### src/rtl/hazard_ctrl_pkg.sv
// Shared decode constants for Control and the hazard controller: opcodes, mux8 bit
// positions, FSM state and PC-select encodings.
package hazard_ctrl_pkg;

    localparam logic [5:0] OP_RTYPE  = 6'b000000;
    localparam logic [5:0] OP_ADDI   = 6'b001000;
    localparam logic [5:0] OP_LW     = 6'b100011;
    localparam logic [5:0] OP_SW     = 6'b101011;
    localparam logic [5:0] OP_BEQ    = 6'b000100;
    localparam logic [5:0] OP_J      = 6'b000010;
    // Control decodes this as an instruction that writes nothing.
    localparam logic [5:0] BUBBLE_OP = 6'b111111;

    // Bit positions inside the ID/EX control bundle (mux8).
    localparam int unsigned MEMREAD  = 4;
    localparam int unsigned MEMWRITE = 3;

    typedef enum logic [1:0] {
        StIdle    = 2'd0,
        StRun     = 2'd1,
        StLdStall = 2'd2,
        StMemWait = 2'd3
    } state_e;

    typedef enum logic [1:0] {
        PcPlus4  = 2'b00,
        PcBranch = 2'b01,
        PcJump   = 2'b10
    } pc_src_e;

    // Opcodes whose rt field is a source operand.
    function automatic logic reads_rt(input logic [5:0] op);
        return (op == OP_RTYPE) || (op == OP_BEQ) || (op == OP_SW);
    endfunction

endpackage

### src/rtl/hazard_ctrl_if.sv
// Signals between the ID-stage decode/pipeline and the hazard controller.
interface hazard_ctrl_if #(
    parameter int unsigned CNT_W = 16
);
    logic             start_i;
    logic [5:0]       ifid_op_i;
    logic [4:0]       ifid_rs_i;
    logic [4:0]       ifid_rt_i;
    logic             idex_memread_i;
    logic [4:0]       idex_rt_i;
    logic             branch_eq_i;
    logic             mem_stall_i;
    logic             pc_write_o;
    logic             ifid_write_o;
    logic             ifid_flush_o;
    logic             pipe_write_o;
    logic [5:0]       ctrl_op_o;
    logic [1:0]       pc_src_o;
    logic [1:0]       state_o;
    logic [CNT_W-1:0] stall_cnt_o;
    logic [CNT_W-1:0] flush_cnt_o;

    modport master (
        output start_i, ifid_op_i, ifid_rs_i, ifid_rt_i, idex_memread_i, idex_rt_i,
               branch_eq_i, mem_stall_i,
        input  pc_write_o, ifid_write_o, ifid_flush_o, pipe_write_o, ctrl_op_o, pc_src_o,
               state_o, stall_cnt_o, flush_cnt_o
    );

    modport slave (
        input  start_i, ifid_op_i, ifid_rs_i, ifid_rt_i, idex_memread_i, idex_rt_i,
               branch_eq_i, mem_stall_i,
        output pc_write_o, ifid_write_o, ifid_flush_o, pipe_write_o, ctrl_op_o, pc_src_o,
               state_o, stall_cnt_o, flush_cnt_o
    );

endinterface

### src/rtl/sat_counter.sv
// Event counter that sticks at all-ones instead of wrapping.
module sat_counter #(
    parameter int unsigned CNT_W = 16
) (
    input  logic             clk_i,
    input  logic             rst_i,
    input  logic             inc_i,
    output logic [CNT_W-1:0] count_o
);

    logic [CNT_W-1:0] r_count;

    always_ff @(posedge clk_i or posedge rst_i) begin
        if (rst_i) begin
            r_count <= '0;
        end else if (inc_i && (r_count != {CNT_W{1'b1}})) begin
            r_count <= r_count + 1'b1;
        end
    end

    assign count_o = r_count;

endmodule

### src/rtl/hazard_ctrl.sv
// Pipeline sequencing: idle hold, load-use bubble, branch/jump flush and memory-busy freeze.
module hazard_ctrl
    import hazard_ctrl_pkg::*;
#(
    parameter int unsigned CNT_W = 16
) (
    input  logic         clk_i,
    input  logic         rst_i,
    hazard_ctrl_if.slave bus
);

    state_e  r_state;
    state_e  w_state_d;
    logic    w_luh;
    logic    w_taken;
    logic    w_jump;
    logic    w_stall_inc;
    logic    w_flush_inc;
    logic    w_pc_write;
    logic    w_ifid_write;
    logic    w_ifid_flush;
    logic    w_pipe_write;
    logic [5:0] w_ctrl_op;
    pc_src_e w_pc_src;

    assign w_luh = bus.idex_memread_i && (bus.idex_rt_i != 5'd0) &&
                   ((bus.idex_rt_i == bus.ifid_rs_i) ||
                    ((bus.idex_rt_i == bus.ifid_rt_i) && reads_rt(bus.ifid_op_i)));
    assign w_taken = (bus.ifid_op_i == OP_BEQ) && bus.branch_eq_i;
    assign w_jump  = (bus.ifid_op_i == OP_J);

    // All non-idle states resolve identically; the state only records why we got there.
    always_comb begin
        w_state_d    = r_state;
        w_pc_write   = 1'b1;
        w_ifid_write = 1'b1;
        w_ifid_flush = 1'b0;
        w_pipe_write = 1'b1;
        w_ctrl_op    = bus.ifid_op_i;
        w_pc_src     = PcPlus4;
        w_stall_inc  = 1'b0;
        w_flush_inc  = 1'b0;
        unique case (r_state)
            StIdle: begin
                w_pc_write   = 1'b0;
                w_ifid_write = 1'b0;
                w_ifid_flush = 1'b1;
                w_ctrl_op    = BUBBLE_OP;
                if (bus.start_i) begin
                    w_state_d = StRun;
                end
            end
            default: begin
                if (bus.mem_stall_i) begin
                    w_pc_write   = 1'b0;
                    w_ifid_write = 1'b0;
                    w_pipe_write = 1'b0;
                    w_stall_inc  = 1'b1;
                    w_state_d    = StMemWait;
                end else if (w_luh) begin
                    w_pc_write   = 1'b0;
                    w_ifid_write = 1'b0;
                    w_ctrl_op    = BUBBLE_OP;
                    w_stall_inc  = 1'b1;
                    w_state_d    = StLdStall;
                end else begin
                    w_state_d = StRun;
                    if (w_taken || w_jump) begin
                        w_ifid_flush = 1'b1;
                        w_pc_src     = w_jump ? PcJump : PcBranch;
                        w_flush_inc  = 1'b1;
                    end
                end
                if (!bus.start_i) begin
                    w_state_d   = StIdle;
                    w_stall_inc = 1'b0;
                    w_flush_inc = 1'b0;
                end
            end
        endcase
    end

    always_ff @(posedge clk_i or posedge rst_i) begin
        if (rst_i) begin
            r_state <= StIdle;
        end else begin
            r_state <= w_state_d;
        end
    end

    sat_counter #(
        .CNT_W (CNT_W)
    ) u_stall_cnt (
        .clk_i   (clk_i),
        .rst_i   (rst_i),
        .inc_i   (w_stall_inc),
        .count_o (bus.stall_cnt_o)
    );

    sat_counter #(
        .CNT_W (CNT_W)
    ) u_flush_cnt (
        .clk_i   (clk_i),
        .rst_i   (rst_i),
        .inc_i   (w_flush_inc),
        .count_o (bus.flush_cnt_o)
    );

    assign bus.pc_write_o   = w_pc_write;
    assign bus.ifid_write_o = w_ifid_write;
    assign bus.ifid_flush_o = w_ifid_flush;
    assign bus.pipe_write_o = w_pipe_write;
    assign bus.ctrl_op_o    = w_ctrl_op;
    assign bus.pc_src_o     = w_pc_src;
    assign bus.state_o      = r_state;

endmodule
### src/flat_wrapper.sv
// flat-port wrapper written by rule: the top's interface ports become plain ports
module hazard_ctrl_flat import hazard_ctrl_pkg::*;
#(
    parameter int unsigned CNT_W = 16
)
  (clk_i, rst_i, bus_start_i, bus_ifid_op_i, bus_ifid_rs_i, bus_ifid_rt_i, bus_idex_memread_i, bus_idex_rt_i, bus_branch_eq_i, bus_mem_stall_i, bus_pc_write_o, bus_ifid_write_o, bus_ifid_flush_o, bus_pipe_write_o, bus_ctrl_op_o, bus_pc_src_o, bus_state_o, bus_stall_cnt_o, bus_flush_cnt_o);
  hazard_ctrl_if #(.CNT_W(CNT_W)) bus_i ();
  input  logic clk_i;
  input  logic rst_i;
  input wire logic [$bits(bus_i.start_i)-1:0] bus_start_i;
  input wire logic [$bits(bus_i.ifid_op_i)-1:0] bus_ifid_op_i;
  input wire logic [$bits(bus_i.ifid_rs_i)-1:0] bus_ifid_rs_i;
  input wire logic [$bits(bus_i.ifid_rt_i)-1:0] bus_ifid_rt_i;
  input wire logic [$bits(bus_i.idex_memread_i)-1:0] bus_idex_memread_i;
  input wire logic [$bits(bus_i.idex_rt_i)-1:0] bus_idex_rt_i;
  input wire logic [$bits(bus_i.branch_eq_i)-1:0] bus_branch_eq_i;
  input wire logic [$bits(bus_i.mem_stall_i)-1:0] bus_mem_stall_i;
  output wire logic [$bits(bus_i.pc_write_o)-1:0] bus_pc_write_o;
  output wire logic [$bits(bus_i.ifid_write_o)-1:0] bus_ifid_write_o;
  output wire logic [$bits(bus_i.ifid_flush_o)-1:0] bus_ifid_flush_o;
  output wire logic [$bits(bus_i.pipe_write_o)-1:0] bus_pipe_write_o;
  output wire logic [$bits(bus_i.ctrl_op_o)-1:0] bus_ctrl_op_o;
  output wire logic [$bits(bus_i.pc_src_o)-1:0] bus_pc_src_o;
  output wire logic [$bits(bus_i.state_o)-1:0] bus_state_o;
  output wire logic [$bits(bus_i.stall_cnt_o)-1:0] bus_stall_cnt_o;
  output wire logic [$bits(bus_i.flush_cnt_o)-1:0] bus_flush_cnt_o;
  assign bus_i.start_i = bus_start_i;
  assign bus_i.ifid_op_i = bus_ifid_op_i;
  assign bus_i.ifid_rs_i = bus_ifid_rs_i;
  assign bus_i.ifid_rt_i = bus_ifid_rt_i;
  assign bus_i.idex_memread_i = bus_idex_memread_i;
  assign bus_i.idex_rt_i = bus_idex_rt_i;
  assign bus_i.branch_eq_i = bus_branch_eq_i;
  assign bus_i.mem_stall_i = bus_mem_stall_i;
  assign bus_pc_write_o = bus_i.pc_write_o;
  assign bus_ifid_write_o = bus_i.ifid_write_o;
  assign bus_ifid_flush_o = bus_i.ifid_flush_o;
  assign bus_pipe_write_o = bus_i.pipe_write_o;
  assign bus_ctrl_op_o = bus_i.ctrl_op_o;
  assign bus_pc_src_o = bus_i.pc_src_o;
  assign bus_state_o = bus_i.state_o;
  assign bus_stall_cnt_o = bus_i.stall_cnt_o;
  assign bus_flush_cnt_o = bus_i.flush_cnt_o;
  hazard_ctrl #(.CNT_W(CNT_W)) u_core (.clk_i(clk_i), .rst_i(rst_i), .bus(bus_i));
endmodule
### config.mk
export PLATFORM = sky130hd
export DESIGN_NAME = hazard_ctrl_flat
export DESIGN_NICKNAME = d
export VERILOG_FILES = /design/src/rtl/hazard_ctrl_pkg.sv /design/src/rtl/hazard_ctrl_if.sv /design/src/rtl/sat_counter.sv /design/src/rtl/hazard_ctrl.sv /design/src/flat_wrapper.sv
export SDC_FILE = /design/constraint.sdc
export NUM_CORES = 1
export LEC_CHECK = 0
export BUFFER_PORTS_ARGS = -buffer_cell sky130_fd_sc_hd__buf_2
export CAP_MARGIN = 5
export CORE_ASPECT_RATIO = 1.1
export CORE_MARGIN = 8
export CORE_UTILIZATION = 44
export CTS_CLUSTER_DIAMETER = 40
export DETAILED_ROUTE_END_ITERATION = 12
export GPL_TIMING_DRIVEN = 0
export PLACE_DENSITY = 0.78
export SYNTH_ARGS = -nofsm -noshare
export SYNTH_HDL_FRONTEND = slang
export SYNTH_SLANG_ARGS = --single-unit
export TNS_END_PERCENT = 1
### constraint.sdc
create_clock -name clk_i -period 2.4 [get_ports clk_i]
set_input_delay 0.48 -clock clk_i [delete_from_list [all_inputs] [get_ports clk_i]]
set_output_delay 0.48 -clock clk_i [all_outputs]
set_load 0.005 [all_outputs]
==> impl_metrics.toml <==
[run_status]
status = "finished with violations"
failed_checks = "setup timing"

[grt]
grt_max_degree = 35
grt_pass1_vias = 1676
grt_pass1_wl_mm = 7.452
grtUsageTotal = 0.1354
grt-ovfl-total = 0
antenna_found_initial = 0

[timing]
slew-limit-headroom = 0.5356
rsz0062_at_grt = "yes"
setup_violations = 11
finalCriticalPeriod_ns = 2.727
maxSlewViolCount = 0
max_freq_mhz = 366.6
finalCritPeriodShare = 1.136
fin_skew_ns = 0.004046
fin_hold_ws_ns = 0.1538
layout_setup_ws_ns = -0.3275
worst_pin_slew_ns = 0.6940
final_hold_viol_count = 0

[setup_path]
crit_end = "bus_ifid_flush_o"
critPathArrivalTime_ns = 2.25
startpoint = "bus_idex_rt_i[4]"
reg2reg_slack_ns = 0.24
worst-endpoint-required_ns = 1.92
endpoint_kind = "primary output"
reg2regPathDepth = 5
critical_path_class = "in2out"
reg2reg_to = "u_core.u_flush_cnt.count_o[15]"
cp_max_fo = 4
critPathLaunchType = "input pin"
timing.rr.start = "u_core.bus.state_o[0]"

[synth]
synth_area_per_cell_um2 = 10.54
synth_area_leaders = "dfrtp_1, xnor2_1, xor2_1, nand3_1, nand4_1"
synth_edf_count = 0
async_flop_share = 1.000
synth_nets = 211
synth-main-ff-cell = "dfrtp_1"
synth_area_mm2 = 0.001918
synth_top_area_cell = "dfrtp_1"
ys_types = 35
yosys_warnings = 0
syn-instance-count = 182
synth_top_area_frac = 0.4436
seq_area_frac_synth = 0.4436
synth_seq_cells = 34

[clock_tree]
cts_root_buf = "clkbuf_8"
insertion_delay_ns = 0.28
cts.reportedPaths.clkPinSlew_ns = 0.06
cts_buffers = 5
clk_path_buf_depth = 2
cts_sinks = 34
cts_tree = "done"
cts.htree.levels = 2

[route]
first_pass_iters = 4
wl_per_cell_um = 14.35
remaining_drc_errors = 0
via_per_inst = 5.261
drtIter0Drc = 48
via_count = 1694
ant_nets = 0
totalWireLength_mm = 4.621

[final_layout]
area.growth.synth_to_final_pct = 35.81
nets = 296
design_area_mm2 = 0.002605
drive_gt1_frac = 0.3993
antenna_cells = 0
stdcell_count = 322
final_core_util = 0.6124
num-fill-cells = 390

[placement]
pre_cts_ws_ns = -0.5246
dpl.cell_count = 308
port_buffers = 72
place_congestion = 0.7569
dp_hpwl_mm = 3.573
place_area_mm2 = 0.002387

[flow_run]
drv_cap = 0

[floorplanning]
row_count = 25
start_util = 0.4509
die_w_um = 78.95
core_area_mm2 = 0.004254
dieHeight_um = 85.25
pin_count = 73
dieArea_mm2 = 0.006730

[pwr]
vdd_drop_max_uv = 491.9
p_leak_nw = 1.275
powerDensity_mw_per_mm2 = 528.7

[hold_path]
hp-class = "in2async"
-- sequential cells by signal, summed over array words and instances (netlist names) --
name	cells
u_core.u_stall_cnt.count_o	16
u_core.bus.state_o	2
u_core.u_flush_cnt.count_o	16
-- cells in the final DEF, fill, tap and decap left out, drive strengths merged, types with 2 or more instances in the layout --
master  count
and2        3
and3        9
and4        4
buf        82
clkbuf      7
clkinv      2
dfrtp      34
ha          2
mux2        4
nand2       8
nand2b      9
nand3      17
nand4      12
nor2        7
nor3        4
nor4        7
o21ai       4
o31a        2
or3         2
or4         5
xnor2      24
xor2       14
-- worst min-delay path by stage --
stage | from | end | depth (start not counted)
2_1_floorplan | u_core.u_stall_cnt.count_o[5] | u_core.u_stall_cnt.count_o[5] | 1
3_3_place_gp | u_core.u_flush_cnt.count_o[4] | u_core.u_flush_cnt.count_o[4] | 1
3_5_place_dp | u_core.u_stall_cnt.count_o[5] | u_core.u_stall_cnt.count_o[5] | 1
4_1_cts | bus_start_i | u_core.bus.state_o[0] | 2
5_1_grt | rst_i | u_core.u_flush_cnt.count_o[4] | 2
6_report | rst_i | u_core.u_flush_cnt.count_o[4] | 2
-- critical path, cell delays in order --
cell	delay, ns
buf_8	0.10
or4_4	0.53
o21ai_2	0.15
and4b_2	0.25
or3_4	0.39
o32ai_2	0.20
buf_2	0.15
-- final cells by class --
type	instances	area [µm²]	share of cell area
plain buffers	4	28.78	0.01105
clock buffers	7	86.33	0.03314
clock inverters	1	5.005	0.001921
inverters	1	3.754	0.001441
multi-input cells	143	1119	0.4294
flip-flops and latches	34	850.8	0.3266
well taps	54	67.56	0.02594
repair buffers	78	444.2	0.1705
-- routing by layer --
layer | up-vias | GRT usage | part of all wire
li1 | 833 | - | -
met1 | 810 | 0.1420 | 0.37
met2 | 44 | 0.2519 | 0.56
met3 | 7 | 0.03594 | 0.052
met4 | 0 | 0.04384 | 0.010
met5 | - | 0 | 0
-- where the power goes --
group	internal (W)	switching, W	leakage [nW]	total, W
registers	0.000620	0.0000521	0.464	0.000672
logic	0.000138	0.000140	0.763	0.000278
clock network	0.000231	0.000196	0.0482	0.000427
-- cells in the mapped netlist (all sizes together) (2+ instances only) --
| library cell | number |
|---|---|
| dfrtp | 34 |
| xnor2 | 24 |
| nand3 | 17 |
| xor2 | 14 |
| nand4 | 12 |
| and3 | 9 |
| nand2b | 9 |
| nand2 | 8 |
| nor2 | 7 |
| nor4 | 7 |
| or4 | 5 |
| and4 | 4 |
| buf | 4 |
| mux2 | 4 |
| nor3 | 4 |
| o21ai | 4 |
| and2 | 3 |
| ha | 2 |
| o31a | 2 |
| or3 | 2 |
-- kinds of logic (layout without fill, tap and decap cells) --
| group | after synthesis | in the layout | synth area share |
|---|---|---|---|
| xor+xnor | 38 | 38 | 0.1735 |
| fa+ha+maj | 2 | 2 | 0.01304 |
| flops | 34 | 34 | 0.4436 |
| compound gates | 9 | 9 | 0.03392 |
| buf+inv | 5 | 91 | 0.01696 |
| simple gates | 90 | 90 | 0.2955 |
| mux | 4 | 4 | 0.02348 |
-- repair_timing --
item | in CTS | in global routing
hold buffers | 0 | 0
setup buffers | 4 | 1
gates resized for setup | 10 | 4
pin swaps | 8 | 5
hold endpoints to repair | 0 | 0
endpoints found under the setup margin | 11 | 17
-- per-stage QoR --
| stage | TNS [ns] | power, W |
|---|---|---|
| final | -2.487 | 0.001377 |
| after global routing | -3.251 | 0.001457 |
| after detailed placement | -7.064 | 0.0009451 |
| after floorplan | -0.8357 | 0.0008223 |
| after CTS | -3.236 | 0.001385 |
| after global placement | -6.628 | 0.0009401 |
Note: power is estimated with default switching activity, not from simulation.
